### src/rtl/cpu_pkg.sv
// rtl/cpu_pkg.sv - shared micro-op width, field positions, bundle type and step encodings
package cpu_pkg;

  localparam int UOP_W = 20;

  localparam int UOP_ALU_HI       = 19;
  localparam int UOP_ALU_LO       = 16;
  localparam int UOP_CARRY_UNMASK = 15;
  localparam int UOP_LD           = 14;
  localparam int UOP_WR           = 13;
  localparam int UOP_WFLAGS       = 12;
  localparam int UOP_DEST_HI      = 11;
  localparam int UOP_DEST_LO      = 8;
  localparam int UOP_WB           = 7;
  localparam int UOP_SEL_K        = 6;
  localparam int UOP_REGB_HI      = 5;
  localparam int UOP_REGB_LO      = 3;
  localparam int UOP_REGA_HI      = 2;
  localparam int UOP_REGA_LO      = 0;

  localparam logic [1:0] STEP_PTR = 2'd2;
  localparam logic [1:0] STEP_IDX = 2'd1;
  localparam logic [1:0] STEP_FIN = 2'd0;

  typedef logic [UOP_W-1:0] uop_t;

  typedef struct packed {
    uop_t       uop_2;
    uop_t       uop_1;
    uop_t       uop_0;
    logic [1:0] step;
  } bundle_t;

  // An illegal count of 3 is issued as a full three-op bundle.
  function automatic logic [1:0] count_to_step(input logic [1:0] count);
    return (count == 2'd3) ? STEP_PTR : count;
  endfunction

endpackage

### src/rtl/uop_bundle_fifo.sv
// rtl/uop_bundle_fifo.sv - bundle storage with per-entry step counter, depth 1 or 2
module uop_bundle_fifo
  import cpu_pkg::*;
#(
  parameter int UOP_W = cpu_pkg::UOP_W,
  parameter int DEPTH = 2
) (
  input  logic             clk,
  input  logic             a_rst,
  input  logic             flush,
  input  logic             push,
  input  logic [UOP_W-1:0] push_uop_0,
  input  logic [UOP_W-1:0] push_uop_1,
  input  logic [UOP_W-1:0] push_uop_2,
  input  logic [1:0]       push_step,
  input  logic             advance,
  output logic [UOP_W-1:0] head_uop_0,
  output logic [UOP_W-1:0] head_uop_1,
  output logic [UOP_W-1:0] head_uop_2,
  output logic [1:0]       head_step,
  output logic [1:0]       occupancy
);

  logic [UOP_W-1:0] mem_0 [DEPTH];
  logic [UOP_W-1:0] mem_1 [DEPTH];
  logic [UOP_W-1:0] mem_2 [DEPTH];
  logic [1:0]       mem_step [DEPTH];
  logic             head_ptr;
  logic             tail_ptr;
  logic             pop;

  function automatic logic ptr_inc(input logic ptr);
    return (DEPTH == 1) ? 1'b0 : ~ptr;
  endfunction

  assign head_uop_0 = mem_0[head_ptr];
  assign head_uop_1 = mem_1[head_ptr];
  assign head_uop_2 = mem_2[head_ptr];
  assign head_step  = mem_step[head_ptr];
  assign pop        = advance && (head_step == STEP_FIN);

  always_ff @(posedge clk or negedge a_rst) begin
    if (!a_rst) begin
      head_ptr  <= 1'b0;
      tail_ptr  <= 1'b0;
      occupancy <= 2'd0;
      for (int i = 0; i < DEPTH; i++) mem_step[i] <= STEP_FIN;
    end else if (flush) begin
      head_ptr  <= 1'b0;
      tail_ptr  <= 1'b0;
      occupancy <= 2'd0;
      for (int i = 0; i < DEPTH; i++) mem_step[i] <= STEP_FIN;
    end else begin
      if (push) begin
        mem_step[tail_ptr] <= push_step;
        tail_ptr           <= ptr_inc(tail_ptr);
      end
      // Head and tail never alias here: a push into an empty queue sees no advance.
      if (advance) begin
        if (pop) head_ptr <= ptr_inc(head_ptr);
        else     mem_step[head_ptr] <= head_step - 2'd1;
      end
      case ({push, pop})
        2'b10:   occupancy <= occupancy + 2'd1;
        2'b01:   occupancy <= occupancy - 2'd1;
        default: occupancy <= occupancy;
      endcase
    end
  end

  always_ff @(posedge clk) begin
    if (push) begin
      mem_0[tail_ptr] <= push_uop_0;
      mem_1[tail_ptr] <= push_uop_1;
      mem_2[tail_ptr] <= push_uop_2;
    end
  end

endmodule

### src/rtl/uop_sequencer.sv
// rtl/uop_sequencer.sv - issues buffered micro-op bundles to execute, address-generation first
module uop_sequencer
  import cpu_pkg::*;
#(
  parameter int UOP_W       = cpu_pkg::UOP_W,
  parameter int QUEUE_DEPTH = 2
) (
  input  logic             clk,
  input  logic             a_rst,
  input  logic             flush,
  input  logic             hold,
  output logic             feed_req,
  input  logic             feed_ack,
  input  logic [UOP_W-1:0] uop_in_0,
  input  logic [UOP_W-1:0] uop_in_1,
  input  logic [UOP_W-1:0] uop_in_2,
  input  logic [1:0]       uop_count_in,
  input  logic             exu_ready,
  output logic             uop_valid,
  output logic [UOP_W-1:0] uop_out,
  output logic [1:0]       uop_step,
  output logic             uop_last,
  output logic             busy,
  output logic             seq_err
);

  localparam logic [1:0] DEPTH_L = QUEUE_DEPTH[1:0];

  logic [UOP_W-1:0] head_uop_0;
  logic [UOP_W-1:0] head_uop_1;
  logic [UOP_W-1:0] head_uop_2;
  logic [1:0]       head_step;
  logic [1:0]       occupancy;
  logic             push;
  logic             transfer;

  // feed_req depends only on registered occupancy and flush, never on exu_ready/hold.
  assign feed_req  = (occupancy < DEPTH_L) && !flush;
  assign push      = feed_ack && feed_req;
  assign uop_valid = (occupancy != 2'd0) && !flush;
  assign transfer  = uop_valid && exu_ready && !hold;
  assign busy      = (occupancy != 2'd0);

  uop_bundle_fifo #(
    .UOP_W (UOP_W),
    .DEPTH (QUEUE_DEPTH)
  ) u_fifo (
    .clk        (clk),
    .a_rst      (a_rst),
    .flush      (flush),
    .push       (push),
    .push_uop_0 (uop_in_0),
    .push_uop_1 (uop_in_1),
    .push_uop_2 (uop_in_2),
    .push_step  (count_to_step(uop_count_in)),
    .advance    (transfer),
    .head_uop_0 (head_uop_0),
    .head_uop_1 (head_uop_1),
    .head_uop_2 (head_uop_2),
    .head_step  (head_step),
    .occupancy  (occupancy)
  );

  always_comb begin
    uop_out  = '0;
    uop_step = STEP_FIN;
    uop_last = 1'b0;
    if (uop_valid) begin
      uop_step = head_step;
      uop_last = (head_step == STEP_FIN);
      case (head_step)
        STEP_PTR: uop_out = head_uop_2;
        STEP_IDX: uop_out = head_uop_1;
        default:  uop_out = head_uop_0;
      endcase
    end
  end

  always_ff @(posedge clk or negedge a_rst) begin
    if (!a_rst)                              seq_err <= 1'b0;
    else if (push && uop_count_in == 2'd3)   seq_err <= 1'b1;
  end

endmodule

### config.mk
export PLATFORM = sky130hd
export DESIGN_NAME = uop_sequencer
export DESIGN_NICKNAME = d
export VERILOG_FILES = /design/src/rtl/cpu_pkg.sv /design/src/rtl/uop_bundle_fifo.sv /design/src/rtl/uop_sequencer.sv
export SDC_FILE = /design/constraint.sdc
export NUM_CORES = 1
export LEC_CHECK = 0
export BUFFER_PORTS_ARGS = -buffer_cell sky130_fd_sc_hd__buf_2
export CAP_MARGIN = 20
export CORE_UTILIZATION = 50
export CTS_CLUSTER_DIAMETER = 150
export DETAILED_ROUTE_END_ITERATION = 6
export PLACE_DENSITY = 0.83
export SYNTH_ARGS = -nofsm -noshare
export SYNTH_HDL_FRONTEND = slang
export SYNTH_HIERARCHICAL = 1
export SYNTH_SLANG_ARGS = --single-unit
### constraint.sdc
create_clock -name clk -period 7.5 [get_ports clk]
set_input_delay 0.75 -clock clk [delete_from_list [all_inputs] [get_ports clk]]
set_output_delay 0.75 -clock clk [all_outputs]
set_load 0.05 [all_outputs]
==> results.toml <==
[outcome]
status = "complete, no violations"

[clocking]
cts_max_level = 4
numCtsBuffers = 17
cts_buffer_depth = 2
cts_setup_buffers = 0
tritoncts = "done"
cts_resized = 0
hold_buffers = 0
root_buffer = "clkbuf_8"
cts_num_sinks = 129
clkLatencyLatePin_ns = 0.52
clk_pin_slew_ns = 0.06

[critical_path]
critPathKind = "reg -> out"
reg2reg_from = "u_fifo/occupancy[1]$_DFFE_PN0P_"
crit_start = "u_fifo/head_ptr$_DFFE_PN0P_"
r2r-end = "u_fifo/mem_1[1][1]$_DFFE_PP_"
worst_setup_path_start_kind = "flip-flop"
cp-end-kind = "primary output"
cp_max_fo = 31
critPathRequiredTime_ns = 6.75
cp.arrival_ns = 3.53
reg2reg_slack_ns = 4.92
reg2reg_depth = 4
cp-endpoint = "uop_out[19]"

[sta]
rsz0062_at_grt = "no"
final.period_utilization_pct = 57.1
finalClockSkew_ns = 0.0109
slew_headroom_pct = 35.3
max_freq_ghz = 0.233
tightest_slew_ns = 0.968
min_period_ns = 4.28
tns_ns = 0
final_max_slew_viol_count = 0
setup_violations = 0
hold_viol_final = 0

[global_route]
track_usage_pct = 19.6
overflow = 0
grt_pass1_wl_mm = 16.2
grt_max_degree = 61
antenna_found_initial = 0
grt_pass1_vias = 3228

[die]
die_y_um = 107
start_util_pct = 52.2
pin_count = 95
die_area_um2 = 11300
core_area_um2 = 10500
rows = 37
die_width_um = 107

[logic_synthesis]
synth.area.mux_share_pct = 13.4
ys_ff_latch = 129
synth_top_area_cell = "edfxtp_1"
async_reset_ff_share_pct = 6.98
synth-edff-count = 120
synth_compound_area_share_pct = 8.59
ys_types = 37
synth_top_family_by_area = "multiplexers"
synth_fa_ha_area_share_pct = 0.916
synth_seq_area_share_pct = 70.1
synth-main-ff-cell = "edfxtp_1"
synth_xor_area_share_pct = 0.481
yosys-top-cells-area = "edfxtp_1 (66%), mux2_2 (9.3%), dfrtp_1 (4.1%), a211oi_2 (3.7%), mux2_1 (3.3%)"
netlist.area_leader.share_pct = 65.9
synthesis.nets = 394
synth_simple_gate_area_share_pct = 3.92
ys_warn_count = 6
syn_area_um2 = 5460
avgSynthCellArea_um2 = 17.0
syn_inst = 322

[place]
post-dp-hpwl_mm = 6.61
io_buffers = 94
gp_routability_congestion = 0.761

[detailed_routing]
vias_per_cell = 5.49
via_count = 3120
drt_first_pass_iters = 4
wl_per_cell_um = 18.2
wirelength_mm = 10.4
drc = 0
drtIter0Drc = 150
postRouteAntennaNets = 0

[cells_and_area]
syn_to_final_growth_pct = 20.0
fin_util_pct = 62.7
fillerInstances = 793
nets = 491
drive_gt1_share_pct = 45.1
diodes = 0

[power]
pwr_density_cell_nw_per_um2 = 264
ir_drop_uv = 139
finalPower_uw = 1730
p_leak_uw = 0.00239

[job]
max_cap_violations = 0

[min_path]
hold_class = "in -> async"
==> synthesized netlist by cell type (2+ instances only) <==
| master | n |
|---|---|
| inv_1 | 7 |
| a211oi_1 | 6 |
| edfxtp_1 | 120 |
| nor2_1 | 28 |
| mux2_2 | 45 |
| a22oi_1 | 20 |
| buf_6 | 3 |
| mux2i_1 | 3 |
| mux2_1 | 16 |
| nor2b_1 | 2 |
| a21oi_1 | 3 |
| dfrtp_1 | 9 |
| xnor2_1 | 2 |
| a211oi_2 | 16 |
| ha_1 | 4 |
| buf_2 | 13 |
| a221oi_1 | 2 |
| nand2_1 | 4 |
==> cell type report <==
class                           count  area (um2)  share of cell area (%)
Tap cell                          136         170                    2.59
Inverter                            8        30.0                   0.458
Clock buffer                       19         422                    6.43
Clock inverter                     13         120                    1.83
Timing Repair Buffer               97         493                    7.52
Multi-Input combinational cell    166        1490                    22.8
Sequential cell                   129        3830                    58.4
==> flip-flops by register name (all words and copies together) (netlist names) <==
signal	count
u_fifo/mem_0	40
u_fifo/mem_1	40
u_fifo/mem_2	40
u_fifo/mem_step	4
u_fifo/occupancy	2
seq_err	1
u_fifo/head_ptr	1
u_fifo/tail_ptr	1
==> routing by layer <==
metal	track usage, %	vias to the layer above	wire [um]
li1	-	1447	-
met1	23.9	1544	4170
met2	32.9	113	5420
met3	5.03	16	598
met4	8.41	0	176
met5	0	-	0
==> kinds of logic (layout without fill, tap and decap cells) <==
| family | after synthesis | in the layout |
|---|---|---|
| adder cells (fa/ha/maj) | 4 | 4 |
| AO/OA/AOI/OAI | 51 | 51 |
| buffers and inverters | 27 | 137 |
| XOR/XNOR | 3 | 3 |
| flip-flops | 129 | 129 |
| AND/OR/NAND/NOR | 43 | 43 |
| multiplexers | 65 | 65 |
==> worst max-delay path, cell delays in order, from the launching register on <==
cell	delay [ns]
dfrtp_2	0.82
mux2i_1	0.32
inv_1	0.09
inv_1	0.10
ha_1	0.78
a22oi_1	0.20
a211oi_1	0.37
buf_2	0.33
==> worst min-delay path by stage <==
stage,from,end,slack (ns),cells after the start
2_1_floorplan,a_rst,seq_err$_DFFE_PN0P_,0.45,0
3_3_place_gp,seq_err$_DFFE_PN0P_,seq_err$_DFFE_PN0P_,0.44,1
3_5_place_dp,seq_err$_DFFE_PN0P_,seq_err$_DFFE_PN0P_,0.45,1
4_1_cts,a_rst,u_fifo/occupancy[1]$_DFFE_PN0P_,0.06,1
5_1_grt,a_rst,u_fifo/occupancy[1]$_DFFE_PN0P_,0.07,1
6_report,a_rst,u_fifo/tail_ptr$_DFFE_PN0P_,0.07,1
==> stage by stage <==
step | instances | worst slack, ns | hold slack [ns] | cell area, um2
after floorplan | 322 | 4.04 | 0.454 | 5460
after global placement | 536 | 3.87 | 0.445 | 6020
after detailed placement | 536 | 3.73 | 0.453 | 6020
after CTS | 568 | 3.16 | 0.0627 | 6560
after global routing | 568 | 3.00 | 0.0727 | 6560
final | 568 | 3.22 | 0.0739 | 6560
==> power breakdown <==
group          internal, uW  switching (uW)
combinational          54.8             106
sequential              818            10.2
clock                   465             280
total                  1340             396
==> placed cells by master, fill, tap and decap left out, types with 5 or more instances in the layout <==
master / instances
mux2_2: 45
a211oi_2: 16
a22oi_1: 20
a211oi_1: 6
nor2_1: 28
buf_2: 94
clkbuf_16: 16
mux2_1: 16
edfxtp_1: 120
dfrtp_1: 8
inv_1: 5
Note: power is estimated with default switching activity, not from simulation.
